**src/rtl/des_key_sched_ctrl.sv**
```systemverilog
// DES key-schedule sequencer.
// Walks the 16 rounds from one PC-1 value (C0||D0), rotating the C and D halves
// by the fixed shift schedule. Each round it offers PC-2(CD) on a valid/ready
// port. Decrypt runs the schedule backwards with right rotations. CD16 == CD0,
// so decrypt starts directly from the loaded value and no key storage is needed.
//
//   state    | meaning
//   ---------+----------------------------------------------------------
//   ST_IDLE  | waiting for start; outputs quiet
//   ST_ROUND | offering the round key for round_q, held until rk_ready
//   ST_DONE  | one-cycle done pulse after the 16th handshake
module des_key_sched_ctrl (
    input  logic        clk,
    input  logic        rst,
    input  logic        start,
    input  logic        decrypt,
    input  logic [55:0] cd_in,
    output logic        busy,
    output logic        rk_valid,
    input  logic        rk_ready,
    output logic [47:0] round_key,
    output logic [3:0]  rk_round,
    output logic        done
);

    typedef enum logic [1:0] {
        ST_IDLE  = 2'd0,
        ST_ROUND = 2'd1,
        ST_DONE  = 2'd2
    } state_t;

    // PC-2 selection table, first entry drives round_key[47].
    localparam int unsigned PC2_TAB [48] = '{
        14, 17, 11, 24,  1,  5,  3, 28, 15,  6, 21, 10,
        23, 19, 12,  4, 26,  8, 16,  7, 27, 20, 13,  2,
        41, 52, 31, 37, 47, 55, 30, 40, 51, 45, 33, 48,
        44, 49, 39, 56, 34, 53, 46, 42, 50, 36, 29, 32
    };

    state_t      state_q;
    logic [55:0] cd_q;
    logic [3:0]  round_q;
    logic        mode_q;
    logic        busy_q;
    logic        rk_valid_q;
    logic        done_q;

    logic [55:0] cd_load_d;
    logic [55:0] cd_step_d;

    // Shift amount s[k] for k = 1..16; rounds 1, 2, 9 and 16 shift by one.
    function automatic logic [1:0] shift_amt(input logic [4:0] k);
        return (k == 5'd1 || k == 5'd2 || k == 5'd9 || k == 5'd16) ? 2'd1 : 2'd2;
    endfunction

    function automatic logic [27:0] rotl28(input logic [27:0] x, input logic [1:0] n);
        return (n == 2'd1) ? {x[26:0], x[27]} : {x[25:0], x[27:26]};
    endfunction

    function automatic logic [27:0] rotr28(input logic [27:0] x, input logic [1:0] n);
        return (n == 2'd1) ? {x[0], x[27:1]} : {x[1:0], x[27:2]};
    endfunction

    // C and D halves rotate independently.
    function automatic logic [55:0] rotl56(input logic [55:0] x, input logic [1:0] n);
        return {rotl28(x[55:28], n), rotl28(x[27:0], n)};
    endfunction

    function automatic logic [55:0] rotr56(input logic [55:0] x, input logic [1:0] n);
        return {rotr28(x[55:28], n), rotr28(x[27:0], n)};
    endfunction

    // Next CD values: on accept (encrypt pre-rotates to CD1) and on each handshake.
    always_comb begin
        cd_load_d = decrypt ? cd_in : rotl56(cd_in, shift_amt(5'd1));
        cd_step_d = mode_q ? rotr56(cd_q, shift_amt(5'd16 - {1'b0, round_q}))
                           : rotl56(cd_q, shift_amt({1'b0, round_q} + 5'd2));
    end

    // Sequencer FSM with registered handshake/status outputs.
    always_ff @(posedge clk) begin
        if (!rst) begin
            state_q    <= ST_IDLE;
            cd_q       <= '0;
            round_q    <= '0;
            mode_q     <= 1'b0;
            busy_q     <= 1'b0;
            rk_valid_q <= 1'b0;
            done_q     <= 1'b0;
        end else begin
            case (state_q)
                ST_IDLE: begin
                    if (start) begin
                        mode_q     <= decrypt;
                        cd_q       <= cd_load_d;
                        round_q    <= '0;
                        busy_q     <= 1'b1;
                        rk_valid_q <= 1'b1;
                        state_q    <= ST_ROUND;
                    end
                end
                ST_ROUND: begin
                    if (rk_ready) begin
                        if (round_q == 4'd15) begin
                            rk_valid_q <= 1'b0;
                            done_q     <= 1'b1;
                            state_q    <= ST_DONE;
                        end else begin
                            round_q <= round_q + 4'd1;
                            cd_q    <= cd_step_d;
                        end
                    end
                end
                ST_DONE: begin
                    done_q  <= 1'b0;
                    busy_q  <= 1'b0;
                    state_q <= ST_IDLE;
                end
                default: begin
                    busy_q     <= 1'b0;
                    rk_valid_q <= 1'b0;
                    done_q     <= 1'b0;
                    state_q    <= ST_IDLE;
                end
            endcase
        end
    end

    // PC-2 decode straight from the registered CD, so the key is stable while held.
    always_comb begin
        round_key = '0;
        for (int i = 0; i < 48; i++) begin
            round_key[47 - i] = cd_q[6'(56 - PC2_TAB[i])];
        end
    end

    assign busy     = busy_q;
    assign rk_valid = rk_valid_q;
    assign rk_round = round_q;
    assign done     = done_q;

endmodule

```
**config.mk**
```make
export PLATFORM = sky130hd
export DESIGN_NAME = des_key_sched_ctrl
export DESIGN_NICKNAME = d
export VERILOG_FILES = /design/src/rtl/des_key_sched_ctrl.sv
export SDC_FILE = /design/constraint.sdc
export NUM_CORES = 1
export LEC_CHECK = 0
export CORE_MARGIN = 4
export CORE_UTILIZATION = 60
export DETAILED_ROUTE_END_ITERATION = 8
export HOLD_SLACK_MARGIN = 0.03
export PLACE_DENSITY = 0.89
export SLEW_MARGIN = 10
export SYNTH_ARGS = -nofsm -noshare
export SYNTH_HDL_FRONTEND = slang
export SYNTH_SLANG_ARGS = --single-unit
export TNS_END_PERCENT = 50
```
**constraint.sdc**
```tcl
create_clock -name clk -period 5.65 [get_ports clk]
set_input_delay 1.695 -clock clk [delete_from_list [all_inputs] [get_ports clk]]
set_output_delay 1.695 -clock clk [all_outputs]
set_load 0.03 [all_outputs]
```
# Yosys cells after proc, flatten, opt, wreduce, memory -nomap -nowiden
# Cells that the tools add are included.
# word_totals
reg_bits,66
latchBits,0
mem_bits_rw,0
rom_bits,0
output_inout_bits,55
mem_count,0
# op_classes
n_addsub,3
n_mul,0
div,0
order_cmp,0
n_eq_ne,17
n_shift,0
mux,28
n_bitwise,3
n_reduce_logical,14
# op_table
operator,count
$mux W56,5
$mux W28,4
$pmux W56 S2,1
$mux W4,3
$eq A5 B1 Y1 const B,2
$eq A5 B2 Y1 const B,2
$eq A5 B4 Y1 const B,2
$eq A5 B5 Y1 const B,2
$mux W2,5
$ne A2 B2 Y1 const B,4
$pmux W4 S2,1
$reduce_and A4 Y1,2
$eq A2 B1 Y1 const B,3
$logic_or A1 B1 Y1,6
$reduce_and A3 Y1,2
$add A4 B2 Y5 const B,1
$mux W1,5
$sub A5 B4 Y5 const A,1
$add A4 B1 Y4 const B,1
$eq A4 B4 Y1 const B,1
$pmux W1 S2,2
$pmux W2 S2,1
$reduce_and A2 Y1,2
$not A1 Y1,3
4 further kinds,4

# Logic depth before layout (Yosys ltp)
# logic_depth
depth_word,12
ltp_mapped,9

# Worst setup path before layout
# No wires, ideal clock.
# synth_path
path_type,input to register
startpoint,in decrypt
endpoint,reg cd_q[31]
t_arrival_ns,2.852
setup_slack_ns,2.656
cell_stages,8
path_cell_list,clkbuf_1 buf_4 buf_4 mux2i_1 nand2_1 a32o_1 o21ai_0 a311oi_1
# synth_between
elab_chain_cells,3
# synth_rtl
element,line_no,rtl
start: declaration,16,"input logic decrypt,"
$mux W56,75,"cd_load_d = decrypt ? cd_in : rotl56(cd_in, shift_amt(5'd1));"
$mux W56,93,if (start) begin
$pmux W56 S2,91,case (state_q)
end signal: assignment,95,cd_q <= cd_load_d;
end signal: assignment,110,cd_q <= cd_step_d;
end: declaration,41,logic [55:0] cd_q;
# Every way passes these cells. The select of a mux whose other input is x is not followed.
# A chain may end at the register's enable or synchronous reset.

# Final worst setup path
# layout_path
startpoint,in rk_ready
endpoint,reg cd_q[2]
# layout_between
elab_chain_cells,2
# layout_rtl
element,line_no,rtl
start: declaration,20,"input logic rk_ready,"
$ne A2 B2 Y1 (no line),n/a,
$reduce_and A4 Y1 (no line),n/a,
# Every way passes these cells.

==> flow_metrics.env <==
export IMPL_fmax_mhz=265
export IMPL_status="finished, final reports clean"
export IMPL_hold_start="busy"
export IMPL_cts_num_sinks=66
export IMPL_netlist_instances=839
export IMPL_required_ns=5.88
export IMPL_setup_viol=0
export IMPL_fin_tns_setup_ns=0
export IMPL_wl_um=19900
export IMPL_period_needed_ns=3.78
export IMPL_layout_common_cells="clkdlybuf4s50_1 (113), mux2i_1 (112), nand2_1 (101)"
export IMPL_reg2reg_depth=8
export IMPL_fillers=920
export IMPL_drv_slew=0
export IMPL_root_buffer="clkbuf_16"
export IMPL_antenna_found_initial=0
export IMPL_rsz0062_at_grt="no"
export IMPL_synth_edf_count=0
export IMPL_area_growth_pct=11.5
export IMPL_syn_num_nets=907
export IMPL_r2r_end="cd_q[2]"
export IMPL_num_antenna_cells=0
export IMPL_regArea_mm2=0.00132
export IMPL_clk_pin_slew_ns=0.06
export IMPL_clkLatencyLatePin_ns=0.34
export IMPL_cp_start_kind="primary input"
export IMPL_vias=6941
export IMPL_period_share_pct=66.8
export IMPL_worst_clock_skew_ns=0.00756
export IMPL_regToRegSetupSlack_ns=2.28
export IMPL_gp_congestion=0.886
export IMPL_core_area_mm2=0.0114
export IMPL_worst_pin_slew_ns=1.07
export IMPL_port_buffers=115
export IMPL_netlist_cell_type_count=54
export IMPL_drive_gt1_share_pct=10.5
export IMPL_ys_seq_area_share_pct=18.9
export IMPL_syn_avg_cell_area_um2=8.31
export IMPL_crit_fanout=103
export IMPL_cts_tree="done"
export IMPL_drt_initial_drc_count=933
export IMPL_hp_class="reg2reg"
export IMPL_cts_setup_buffers=0
export IMPL_vdd_ir_drop_max_mv=0.161
export IMPL_fp_dieH_um=116
export IMPL_htreeDepth=3
export IMPL_nets=899
export IMPL_die_width_um=116
export IMPL_worstPathArrival_ns=4.01
export IMPL_crit_chain="clkdlybuf4s50_1, nand2b_4, buf_4, nand2_1, nor3b_1, a311oi_1"
export IMPL_gr_usage_all_layers_pct=29.3
export IMPL_rows=39
export IMPL_cts_buffers=9
export IMPL_p_leak_nw=3.05
export IMPL_slew_headroom_pct=29.0
export IMPL_cp_startpoint="rk_ready"
export IMPL_synth_main_ff_cell="dfxtp_1"
export IMPL_hpwlAfterDp_um=12200
export IMPL_ctsResizeCount=0
export IMPL_globalRoute_totalOverflow=0
export IMPL_yosysWarnings=0
export IMPL_initial_core_util_pct=61.1
export IMPL_firstDrtPassIters=5
export IMPL_num_io_pins=116
export IMPL_synth_seq_cells=66
export IMPL_cap_viol_max_count=0
export IMPL_die_area_mm2=0.0134
export IMPL_grt_max_degree=104
export IMPL_cp_top_family="simple AND/OR/NAND/NOR gates"
export IMPL_crit_cells=6
export IMPL_grt_pass1_wl_um=32500
export IMPL_multi_input_area_mm2=0.00472
export IMPL_endpoint="cd_q[2]"
export IMPL_synth_area_leader_cell="dfxtp_1"
export IMPL_power_per_cell_area_mw_per_mm2=253
export IMPL_final_common_cell="clkdlybuf4s50_1"
export IMPL_dp_cells=963
export IMPL_cp_num_buf_inv=2
export IMPL_syn_area_mm2=0.00698
export IMPL_async_flop_share_pct=0
export IMPL_timing_rr_start="rk_round[1]"
export IMPL_route_antenna_remaining_nets=0
export IMPL_worst_setup_path_end_kind="register"
export IMPL_grt_pass1_vias=6577
export IMPL_finalHoldViolCount=0
export IMPL_critPathSlowestCell="nand2b_4"
export IMPL_viasPerCell=7.10
export IMPL_holdBufCountCts=0
export IMPL_netlist_area_leader_share_pct=18.9
export IMPL_synth_area_leaders="dfxtp_1 (19%), mux2i_1 (16%), a311oi_1 (7.0%), buf_4 (6.5%), a32o_1 (5.6%)"
export IMPL_fin_cells=978
export IMPL_cts_buffer_depth=2
export IMPL_route_detailed_drc=0
export IMPL_slowest_delay_ns=0.84
export IMPL_wl_per_cell_um=20.4
export IMPL_critical_path_class="in2reg"
-- worst min-delay path by stage --
stage	end	slack, ns	depth (start not counted)
floorplan	cd_q[21]	0.53	2
global placement	done	0.46	2
detailed placement	done	0.50	2
CTS	done	0.51	2
global route	busy	0.54	2
finish	busy	0.49	2
-- sequential cells by signal, summed over array words and instances (netlist names) --
| register | flops |
|---|---|
| rk_valid | 1 |
| done | 1 |
| rk_round | 4 |
| mode_q | 1 |
| cd_q | 56 |
| state_q | 2 |
| busy | 1 |
-- Yosys cell counts, drive strengths merged (2+ instances only) --
cell type,number
mux2i,113
buf,107
nand2,101
dfxtp,66
a311oi,56
o21ai,42
clkbuf,40
a32o,39
nor3b,36
a211oi,35
a21o,34
o22ai,34
nand3,25
nor2,21
o211ai,18
mux2,17
a21oi,10
inv,8
ha,7
nor4b,5
nand2b,4
and3,3
a21boi,2
a31oi,2
and2,2
nor3,2
-- through the flow --
stage	worst slack [ns]	instance area, um2	util (%)	hold slack, ns	power, W
finish	1.87	7770	68.1	0.493	0.00197
CTS	1.92	7770	68.1	0.514	0.00195
detailed placement	1.58	7490	65.6	0.500	0.00140
global placement	1.78	7490	65.6	0.458	0.00137
floorplan	2.66	6980	-	0.528	0.00124
global route	1.71	7770	68.1	0.542	0.00206
-- final cells by class --
class / instances / share of cell area [%]
clock buffers: 12 / 3.17
clock inverters: 3 / 0.515
multi-input cells: 618 / 60.7
well taps: 143 / 2.30
flip-flops and latches: 66 / 17.0
repair buffers: 128 / 16.0
inverters: 8 / 0.386
-- power breakdown --
part,internal (W),total [W],switching (W)
Sequential,0.000520,0.000649,0.000129
Combinational,0.000350,0.000755,0.000405
Clock,0.000350,0.000563,0.000213
Total,0.00122,0.00197,0.000747
-- per-layer routing --
metal / vias to the layer above / global-route usage (%) / share of wire [%]
li1: 3170 / - / -
met1: 3304 / 40.9 / 42
met2: 409 / 44.1 / 46
met3: 58 / 6.21 / 9.9
met4: 0 / 11.7 / 2.4
met5: - / 0 / 0
-- worst register-to-register path: cells and delay by family (launching register included) --
kind | cells | cell delay, ns
compound gates | 1 | 0.27
fa+ha+maj | 1 | 0.27
buf+inv | 2 | 0.83
flops | 1 | 0.51
simple gates | 4 | 1.40
-- kinds of logic after synthesis --
group	after synthesis	share of synthesized area (%)
and+or+nand+nor	203	16.6
AOI/OAI and AO/OA	276	29.9
muxes	130	19.0
DFF	66	18.9
adders and majority gates	7	1.26
xor gates and xnor gates	2	0.251
buffers and inverters	155	14.0
(Power assumes the default switching activity.)
